## config.mk

```make
export PLATFORM = sky130hd
export DESIGN_NAME = instr_mem_loader_flat
export DESIGN_NICKNAME = d
export VERILOG_FILES = /design/src/rtl/instr_mem_loader_if.sv /design/src/rtl/instr_mem_loader.sv /design/src/flat_wrapper.sv
export SDC_FILE = /design/constraint.sdc
export NUM_CORES = 1
export LEC_CHECK = 0
export BUFFER_PORTS_ARGS = -buffer_cell sky130_fd_sc_hd__buf_4
export CAP_MARGIN = 0
export CORE_ASPECT_RATIO = 1.1
export CORE_UTILIZATION = 61
export CTS_BUF_LIST = sky130_fd_sc_hd__clkbuf_2 sky130_fd_sc_hd__clkbuf_4 sky130_fd_sc_hd__clkbuf_8
export CTS_CLUSTER_DIAMETER = 50
export CTS_CLUSTER_SIZE = 14
export DETAILED_ROUTE_END_ITERATION = 6
export HOLD_SLACK_MARGIN = 0.06
export PLACE_DENSITY = 0.82
export SLEW_MARGIN = 10
export SYNTH_ARGS = -nofsm -noshare
export SYNTH_HDL_FRONTEND = slang
export SYNTH_SLANG_ARGS = --single-unit
export TNS_END_PERCENT = 1
```

## constraint.sdc

```tcl
create_clock -name clk -period 3.3 [get_ports clk]
set_input_delay 0.165 -clock clk [delete_from_list [all_inputs] [get_ports clk]]
set_output_delay 0.165 -clock clk [all_outputs]
set_load 0.005 [all_outputs]
```

## src/rtl/instr_mem_loader_if.sv

```systemverilog
// Byte-stream load port and instruction-memory write port of instr_mem_loader.
// The master side feeds the program image and observes the write bus and status.
interface instr_mem_loader_if;
  logic        start;
  logic        byte_valid;
  logic [7:0]  byte_data;
  logic        byte_ready;
  logic        wr_en;
  logic [31:0] wr_addr;
  logic [31:0] wr_data;
  logic        busy;
  logic        done;
  logic        error;

  modport master (
    output start, byte_valid, byte_data,
    input  byte_ready, wr_en, wr_addr, wr_data, busy, done, error
  );

  modport slave (
    input  start, byte_valid, byte_data,
    output byte_ready, wr_en, wr_addr, wr_data, busy, done, error
  );
endinterface

```

## src/rtl/instr_mem_loader.sv

```systemverilog
// Loads a program image from a byte stream into instruction memory: a 4-byte little-endian
// word-count header followed by little-endian instruction words written from address 0.
module instr_mem_loader #(
  parameter int unsigned INSTR_MEM_SIZE_BYTES = 1024
) (
  input  logic               clk,
  input  logic               rst,
  instr_mem_loader_if.slave  bus
);

  localparam int unsigned MAX_WORDS = INSTR_MEM_SIZE_BYTES / 4;

  typedef enum logic [2:0] {S_IDLE, S_HDR, S_DATA, S_DONE, S_ERR} state_t;

  state_t      r_state;
  state_t      w_next;
  logic [1:0]  r_byte_idx;
  logic [23:0] r_asm;
  logic [31:0] r_word_count;
  logic [31:0] r_word_idx;
  logic [31:0] r_addr;
  logic        r_wr_en;
  logic [31:0] r_wr_addr;
  logic [31:0] r_wr_data;

  logic        w_ready;
  logic        w_xfer;
  logic        w_last_byte;
  logic        w_last_word;
  logic [31:0] w_word_val;

  assign w_ready     = (r_state == S_HDR) || (r_state == S_DATA);
  assign w_xfer      = bus.byte_valid && w_ready;
  assign w_last_byte = (r_byte_idx == 2'd3);
  assign w_last_word = (r_word_idx == r_word_count - 32'd1);
  // Earlier bytes sit in r_asm (oldest lowest); the incoming byte completes the top lane.
  assign w_word_val  = {bus.byte_data, r_asm};

  always_ff @(posedge clk) begin
    if (rst) r_state <= S_IDLE;
    else     r_state <= w_next;
  end

  always_comb begin
    // NOTE: default first so every path assigns w_next and no latch is inferred.
    w_next = r_state;
    unique case (r_state)
      S_IDLE, S_DONE, S_ERR: if (bus.start) w_next = S_HDR;
      S_HDR: begin
        if (w_xfer && w_last_byte) begin
          if (w_word_val == 32'd0)                 w_next = S_DONE;
          else if (w_word_val > 32'(MAX_WORDS))    w_next = S_ERR;
          else                                     w_next = S_DATA;
        end
      end
      S_DATA: if (w_xfer && w_last_byte && w_last_word) w_next = S_DONE;
      default: w_next = S_IDLE;
    endcase
  end

  // NOTE: non-blocking assignments so every register samples pre-edge values.
  always_ff @(posedge clk) begin
    if (rst) begin
      r_byte_idx   <= '0;
      r_asm        <= '0;
      r_word_count <= '0;
      r_word_idx   <= '0;
      r_addr       <= '0;
      r_wr_en      <= 1'b0;
      r_wr_addr    <= '0;
      r_wr_data    <= '0;
    end else begin
      r_wr_en <= 1'b0;
      unique case (r_state)
        S_IDLE, S_DONE, S_ERR: begin
          if (bus.start) begin
            r_byte_idx   <= '0;
            r_asm        <= '0;
            r_word_count <= '0;
            r_word_idx   <= '0;
            r_addr       <= '0;
          end
        end
        S_HDR, S_DATA: begin
          if (w_xfer) begin
            r_byte_idx <= r_byte_idx + 2'd1;
            r_asm      <= {bus.byte_data, r_asm[23:8]};
            if (w_last_byte) begin
              if (r_state == S_HDR) begin
                r_word_count <= w_word_val;
              end else begin
                r_wr_en    <= 1'b1;
                r_wr_addr  <= r_addr;
                r_wr_data  <= w_word_val;
                r_addr     <= r_addr + 32'd4;
                r_word_idx <= r_word_idx + 32'd1;
              end
            end
          end
        end
        default: ;
      endcase
    end
  end

  assign bus.byte_ready = w_ready;
  assign bus.wr_en      = r_wr_en;
  assign bus.wr_addr    = r_wr_addr;
  assign bus.wr_data    = r_wr_data;
  assign bus.busy       = w_ready || r_wr_en;
  assign bus.done       = (r_state == S_DONE);
  assign bus.error      = (r_state == S_ERR);

endmodule

```

## src/flat_wrapper.sv

```systemverilog
// flat-port wrapper written by rule: the top's interface ports become plain ports
module instr_mem_loader_flat 
#(
  parameter int unsigned INSTR_MEM_SIZE_BYTES = 1024
)
  (clk, rst, bus_start, bus_byte_valid, bus_byte_data, bus_byte_ready, bus_wr_en, bus_wr_addr, bus_wr_data, bus_busy, bus_done, bus_error);
  instr_mem_loader_if bus_i ();
  input  logic clk;
  input  logic rst;
  input wire logic [$bits(bus_i.start)-1:0] bus_start;
  input wire logic [$bits(bus_i.byte_valid)-1:0] bus_byte_valid;
  input wire logic [$bits(bus_i.byte_data)-1:0] bus_byte_data;
  output wire logic [$bits(bus_i.byte_ready)-1:0] bus_byte_ready;
  output wire logic [$bits(bus_i.wr_en)-1:0] bus_wr_en;
  output wire logic [$bits(bus_i.wr_addr)-1:0] bus_wr_addr;
  output wire logic [$bits(bus_i.wr_data)-1:0] bus_wr_data;
  output wire logic [$bits(bus_i.busy)-1:0] bus_busy;
  output wire logic [$bits(bus_i.done)-1:0] bus_done;
  output wire logic [$bits(bus_i.error)-1:0] bus_error;
  assign bus_i.start = bus_start;
  assign bus_i.byte_valid = bus_byte_valid;
  assign bus_i.byte_data = bus_byte_data;
  assign bus_byte_ready = bus_i.byte_ready;
  assign bus_wr_en = bus_i.wr_en;
  assign bus_wr_addr = bus_i.wr_addr;
  assign bus_wr_data = bus_i.wr_data;
  assign bus_busy = bus_i.busy;
  assign bus_done = bus_i.done;
  assign bus_error = bus_i.error;
  instr_mem_loader #(.INSTR_MEM_SIZE_BYTES(INSTR_MEM_SIZE_BYTES)) u_core (.clk(clk), .rst(rst), .bus(bus_i));
endmodule
```

==> impl_metrics.py, run 1 <==
metrics = {
    "setup_path": {
        "cp_max_fo": 11,
        "ff2ff_setup_slack_ns": 0.43,
        "critPathLaunchType": "flip-flop",
        "critPathTopFamily": "simple AND/OR/NAND/NOR gates",
        "reg2reg_depth": 9,
        "path_cells": "inv_1 -> ha_1 -> or4b_1 -> or4_1 -> nor2_1 -> xnor2_1 -> o21ai_0 -> or4_1 -> o31ai_1",
        "crit_arrival_ns": 3.26,
        "reg2reg_to": "u_core.r_state[0]$_SDFFE_PP0P_",
        "critPathKind": "flip-flop to flip-flop",
        "cp_slowest_cell": "or4b_1",
        "path_buf_inv": 1,
        "required_ns": 3.68,
        "r2r_start": "u_core.r_word_count[0]$_SDFFE_PP0P_",
        "endpoint_kind": "flip-flop",
        "critPathMaxStageDelay_ns": 0.66,
        "crit_top_cell": "or4_1",
    },
    "placed_design": {
        "place_area_um2": 9070,
        "dp_slack_ns": 0.484,
        "place_congestion": 0.899,
        "hpwl_mm": 13.3,
        "port_buffers": 78,
    },
    "synth": {
        "yosysSeqAreaShare": 0.443,
        "synthTopCellsByCount": "nand2_1 (213), dfxtp_1 (186), a21oi_1 (140)",
        "syn-instance-count": 1069,
        "syn_area_per_cell_um2": 7.85,
        "ys_ff_latch": 186,
        "synth_area_um2": 8400,
        "synth.area.top_cells": "dfxtp_1 (44%), nand2_1 (9.5%), a21oi_1 (8.3%)",
        "synth_top_area_cell": "dfxtp_1",
        "yosys_most_used_dff": "dfxtp_1",
        "synth-edff-count": 0,
        "synth_top_area_frac": 0.443,
        "synth_cell_type_count": 59,
        "post-synth-top-count-cell": "nand2_1",
        "yosysWarnings": 0,
        "async_flop_share": 0,
    },
    "power": {
        "p_per_area_nw_per_um2": 417,
        "internal-power_mw": 2.89,
        "power_switching_mw": 1.09,
        "power.total_mw": 3.98,
        "peakVddDrop_mv": 0.387,
        "p_comb_frac": 0.060,
        "p_sw_frac": 0.275,
        "p_leak_nw": 3.37,
        "seq_power_share": 0.570,
        "clockPowerShare": 0.370,
    },
    "clocking": {
        "clk_latency_ns": 0.47,
        "clock_path_buffers": 2,
        "tritoncts": "yes",
        "cts_sinks": 186,
        "root_buffer": "clkbuf_8",
        "htree_num_levels": 4,
        "cts_setup_buffers": 0,
        "path_clk_slew_ns": 0.09,
        "cts_buffers": 17,
    },
    "worst_hold_path": {
        "worstHoldStart": "rst",
        "whs_path_depth": 2,
        "holdPathEnd": "u_core.r_word_idx[0]$_SDFFE_PP0P_",
        "holdCritPathClass": "primary input to flip-flop",
    },
    "grt": {
        "grt_use_met2": 0.423,
        "grt_max_degree": 90,
        "top_usage_layer": "met2",
        "antenna_found_initial": 0,
        "grtUsageMet3": 0.0528,
        "grt_use_total": 0.284,
        "grt-ovfl-total": 0,
        "grt_pass1_wl_mm": 32.9,
        "grtUsageMet1": 0.412,
        "grt_pass1_vias": 6827,
    },
    "route": {
        "wl_per_cell_um": 14.7,
        "viasPerCell": 5.68,
        "drtIter0Drc": 560,
        "dr_total_vias": 7492,
        "drc": 0,
        "postRouteAntennaNets": 0,
        "dr.pass1.iters": 6,
        "wirelength_mm": 19.4,
    },
    "die": {
        "coreArea_um2": 13300,
        "rows": 44,
        "die_y_um": 125,
        "die_area_um2": 14200,
        "die-width_um": 114,
        "initial_utilization": 0.630,
        "io_pins": 81,
    },
    "timing": {
        "setup_ws_ns": 0.425,
        "holdWs_ns": 0.129,
        "worst_pin_slew_ns": 0.991,
        "finalCriticalPeriod_ns": 2.87,
        "setup_viol": 0,
        "slew_violations": 0,
        "finalCritPeriodShare": 0.871,
        "maxSlewHeadroom": 0.340,
        "fin_skew_ns": 0.0122,
        "max_freq_mhz": 348,
        "fin_setup_tns_ns": 0,
        "hold_viol": 0,
        "rsz0062_at_grt": "no",
    },
    "status": {
        "outcome": "complete, no violations",
    },
    "final_layout": {
        "design_area_um2": 9560,
        "multi_input_area_um2": 4380,
        "regArea_um2": 3720,
        "final_layout_size_suffix_gt1_frac": 0.126,
        "antenna_cells": 0,
        "fin_nets": 1137,
        "nFillCells": 1103,
        "area_growth_pct": 13.8,
    },
    "flow_run": {
        "drv_cap": 0,
    },
}
==> through the flow <==
step / util / cells
2_1_floorplan: - / 1070
3_3_place_gp: 0.681 / 1276
3_5_place_dp: 0.681 / 1276
4_1_cts: 0.717 / 1318
5_1_grt: 0.717 / 1318
6_report: 0.717 / 1318
==> worst reg2reg max path: stages, from the launching register on <==
cell	delay, ns
dfxtp_1	0.36
inv_1	0.07
ha_1	0.21
or4b_1	0.66
or4_1	0.48
nor2_1	0.13
xnor2_1	0.14
o21ai_0	0.11
or4_1	0.42
o31ai_1	0.23
==> layout make-up <==
| cell class | instances | area share |
|---|---|---|
| Clock buffer | 17 | 0.0245 |
| Clock inverter | 15 | 0.0156 |
| Inverter | 10 | 0.00393 |
| Multi-Input combinational cell | 805 | 0.458 |
| Sequential cell | 186 | 0.390 |
| Tap cell | 184 | 0.0241 |
| Timing Repair Buffer | 101 | 0.0846 |
==> flip-flops by register name, summed over array words and instances (netlist names) <==
| signal | cells |
|---|---|
| u_core.r_state | 3 |
| u_core.r_word_count | 32 |
| u_core.bus.wr_en | 1 |
| u_core.r_byte_idx | 2 |
| u_core.r_asm | 24 |
| u_core.r_addr | 30 |
| u_core.bus.wr_addr | 30 |
| u_core.bus.wr_data | 32 |
| u_core.r_word_idx | 32 |
==> power by group through the flow <==
stage	Clock, mW	Sequential [mW]	Combinational [mW]
2_1_floorplan	0	2.31	0.171
3_3_place_gp	0	2.32	0.227
3_5_place_dp	0	2.32	0.228
4_1_cts	1.50	2.27	0.238
5_1_grt	1.59	2.27	0.262
6_report	1.47	2.27	0.241
==> routing by layer <==
layer	part of all wire	vias up
met2	0.44	212
met5	0	-
met4	0.016	0
li1	-	3762
met1	0.49	3489
met3	0.051	29
==> cell usage in the layout, fill, tap and decap left out, types with 4 or more instances in the layout <==
cell type	n
o2111ai_1	5
nor4b_1	4
or4_1	5
and3_1	12
nor3_2	4
inv_1	10
or2_2	6
xnor2_1	36
nor3_1	22
buf_4	89
nand2b_1	9
nand4_1	19
nor2_1	85
a32oi_1	5
xor2_1	46
dfxtp_1	186
o21ai_0	21
dlygate4sd3_1	10
ha_1	4
a31oi_1	4
inv_6	5
nor2b_1	7
and2_1	6
nor4_1	13
inv_8	5
and4_1	4
nand2_1	212
or3_1	14
a21oi_1	140
nand3_1	79
clkbuf_8	17
==> kinds of logic after synthesis <==
group                      count (synthesis)  share of synthesized area
adders and majority gates                  4                    0.00596
DFF                                      186                      0.443
muxes                                      3                    0.00387
xor gates and xnor gates                  82                     0.0855
AOI/OAI and AO/OA                        198                      0.132
other                                      1                   0.000447
buffers and inverters                     79                     0.0373
and+or+nand+nor                          516                      0.292
==> how the worst max path moves through the flow <==
stage,start,to,cells past startpoint
6_report,u_core.r_word_count[0]$_SDFFE_PP0P_,u_core.r_state[0]$_SDFFE_PP0P_,9
2_1_floorplan,u_core.r_word_count[0]$_SDFFE_PP0P_,u_core.r_state[0]$_SDFFE_PP0P_,9
5_1_grt,u_core.r_word_count[0]$_SDFFE_PP0P_,u_core.r_state[0]$_SDFFE_PP0P_,9
3_5_place_dp,u_core.r_word_count[0]$_SDFFE_PP0P_,u_core.r_state[0]$_SDFFE_PP0P_,9
4_1_cts,u_core.r_word_count[0]$_SDFFE_PP0P_,u_core.r_state[0]$_SDFFE_PP0P_,9
3_3_place_gp,u_core.r_word_count[0]$_SDFFE_PP0P_,u_core.r_state[0]$_SDFFE_PP0P_,9
==> repair_timing <==
item                      4_1_cts  5_1_grt
resized for setup               0        0
hold buffers                   10        0
hold endpoints to repair       27        0
Power figures use the tool's default switching activity.
==> run 2, diff against run 1 <==
==> constraint.sdc (replaced) <==
create_clock -name clk -period 2.75 [get_ports clk]
set_input_delay 0.1375 -clock clk [delete_from_list [all_inputs] [get_ports clk]]
set_output_delay 0.1375 -clock clk [all_outputs]
set_load 0.005 [all_outputs]
==> run 2 against run 1 <==
  * Core utilization grew 1.2 points
  * Combinational power grew 26%
  * Count of clock-buffer cells in the layout is the same
  * Sequential share of layout area is 0.67 points lower
  * First-iteration DRC count up 19%
  * Largest power group unchanged
==> impl_metrics.py, run 2 (synthesized netlist as in run 1, its figures left out) <==
metrics = {
    "power": {
        "power.total_mw": 4.93,
        "p_per_area_nw_per_um2": 507,
        "power_switching_mw": 1.29,
        "p_leak_nw": 3.45,
        "internal-power_mw": 3.64,
        "clockPowerShare": 0.386,
        "seq_power_share": 0.553,
        "peakVddDrop_mv": 0.446,
        "p_sw_frac": 0.261,
        "p_comb_frac": 0.061,
    },
    "placed_design": {
        "place_congestion": 0.900,
        "place_area_um2": 9170,
        "dp_slack_ns": 0.0337,
        "dp_cells": 1288,
        "hpwl_mm": 13.5,
        "port_buffers": 78,
    },
    "grt": {
        "grtUsageMet1": 0.420,
        "grt_pass1_vias": 6804,
        "grt_max_degree": 110,
        "grt_use_met2": 0.443,
        "top_usage_layer": "met2",
        "antenna_found_initial": 0,
        "grt-ovfl-total": 0,
        "grt_use_total": 0.290,
        "grtUsageMet3": 0.0490,
        "grt_pass1_wl_mm": 33.4,
    },
    "setup_path": {
        "cp_max_fo": 6,
        "required_ns": 3.13,
        "endpoint_kind": "flip-flop",
        "critPathLaunchType": "flip-flop",
        "crit_arrival_ns": 2.96,
        "critPathKind": "flip-flop to flip-flop",
    },
    "die": {
        "die-width_um": 114,
        "die_area_um2": 14200,
        "die_y_um": 125,
        "io_pins": 81,
        "initial_utilization": 0.630,
        "coreArea_um2": 13300,
        "rows": 44,
    },
    "timing": {
        "holdWs_ns": 0.459,
        "finalCritPeriodShare": 0.938,
        "worst_pin_slew_ns": 1.07,
        "slew_violations": 0,
        "fin_setup_tns_ns": 0,
        "finalCriticalPeriod_ns": 2.58,
        "fin_skew_ns": 0.0134,
        "max_freq_mhz": 388,
        "setup_ws_ns": 0.171,
        "hold_viol": 0,
        "setup_viol": 0,
        "rsz0062_at_grt": "no",
        "maxSlewHeadroom": 0.285,
    },
    "final_layout": {
        "final_layout_size_suffix_gt1_frac": 0.141,
        "antenna_cells": 0,
        "utilization": 0.730,
        "area_growth_pct": 15.8,
        "design_area_um2": 9720,
        "nFillCells": 1063,
        "fin_nets": 1150,
        "final_cell_mix": "nand2_1 (212), dfxtp_1 (186), a21oi_1 (140)",
        "final_common_cell": "nand2_1",
        "instances_no_fill": 1331,
    },
    "clocking": {
        "tritoncts": "yes",
        "cts_buffers": 17,
        "clk_latency_ns": 0.46,
        "path_clk_slew_ns": 0.10,
        "htree_num_levels": 4,
        "root_buffer": "clkbuf_8",
        "clock_path_buffers": 2,
        "cts_sinks": 186,
        "cts_setup_buffers": 0,
    },
    "route": {
        "dr.pass1.iters": 5,
        "wirelength_mm": 20.0,
        "drtIter0Drc": 666,
        "drc": 0,
        "viasPerCell": 5.75,
        "postRouteAntennaNets": 0,
        "dr_total_vias": 7648,
        "wl_per_cell_um": 15.0,
    },
    "status": {
        "outcome": "complete, no violations",
    },
    "flow_run": {
        "drv_cap": 0,
    },
    "worst_hold_path": {
        "holdCritPathClass": "flip-flop to flip-flop",
    },
}
[run 2: cell count changes in the layout (fill, tap and decap cells not counted), sizes merged]
cell         before  now
buf              91  103
inv              20   17
clkinvlp          2    3
dlygate4sd3      10   11
bufinv            0    2
[run 2: power groups by stage]
stage | Sequential, mW | Combinational, mW | Clock, mW
floorplan | 2.78 | 0.205 | 0
global placement | 2.79 | 0.282 | 0
detailed placement | 2.79 | 0.282 | 0
CTS | 2.72 | 0.296 | 1.93
global route | 2.73 | 0.328 | 2.04
finish | 2.73 | 0.303 | 1.90
[run 2: final cells by class]
| cell class | instances | area, um2 | area share |
|---|---|---|---|
| well taps | 184 | 230 | 0.0237 |
| clock inverters | 15 | 185 | 0.0190 |
| clock buffers | 17 | 234 | 0.0241 |
| multi-input cells | 805 | 4410 | 0.453 |
| repair buffers | 114 | 908 | 0.0934 |
| inverters | 10 | 37.5 | 0.00386 |
| flip-flops and latches | 186 | 3720 | 0.383 |
[run 2: what timing repair did]
action / CTS / global route
gates resized for setup: 0 / 7
hold buffers: 11 / 0
endpoints found under the hold margin: 45 / 0
setup endpoints to repair: 0 / 1
[run 2: path summary, 6_finish.rpt]
check | from | endpoint | slack, ns | cells after the start
worst min-delay path | u_core.bus.wr_addr[6]$_SDFFE_PP0P_ | u_core.bus.wr_addr[6]$_SDFFE_PP0P_ | 0.46 | 2
worst max-delay path | u_core.r_word_count[1]$_SDFFE_PP0P_ | u_core.r_state[0]$_SDFFE_PP0P_ | 0.17 | 9
worst min register to register | u_core.bus.wr_addr[6]$_SDFFE_PP0P_ | u_core.bus.wr_addr[6]$_SDFFE_PP0P_ | 0.46 | 2
worst max register to register | u_core.r_word_count[1]$_SDFFE_PP0P_ | u_core.r_state[0]$_SDFFE_PP0P_ | 0.17 | 9
[run 2: worst max-delay path, cell delays in order (launching register included)]
cell and delay, ns:
dfxtp_1 0.35, inv_1 0.07, ha_2 0.20, or4b_4 0.51, or4_4 0.43, nor2_2 0.10, xnor2_1 0.12, o21ai_0 0.10
or4_1 0.40, o31ai_1 0.21
[run 2: metal layers]
| layer | vias to the layer above | part of all wire |
|---|---|---|
| li1 | 3792 | - |
| met5 | - | 0 |
| met4 | 0 | 0.012 |
| met1 | 3617 | 0.48 |
| met2 | 214 | 0.46 |
| met3 | 25 | 0.053 |
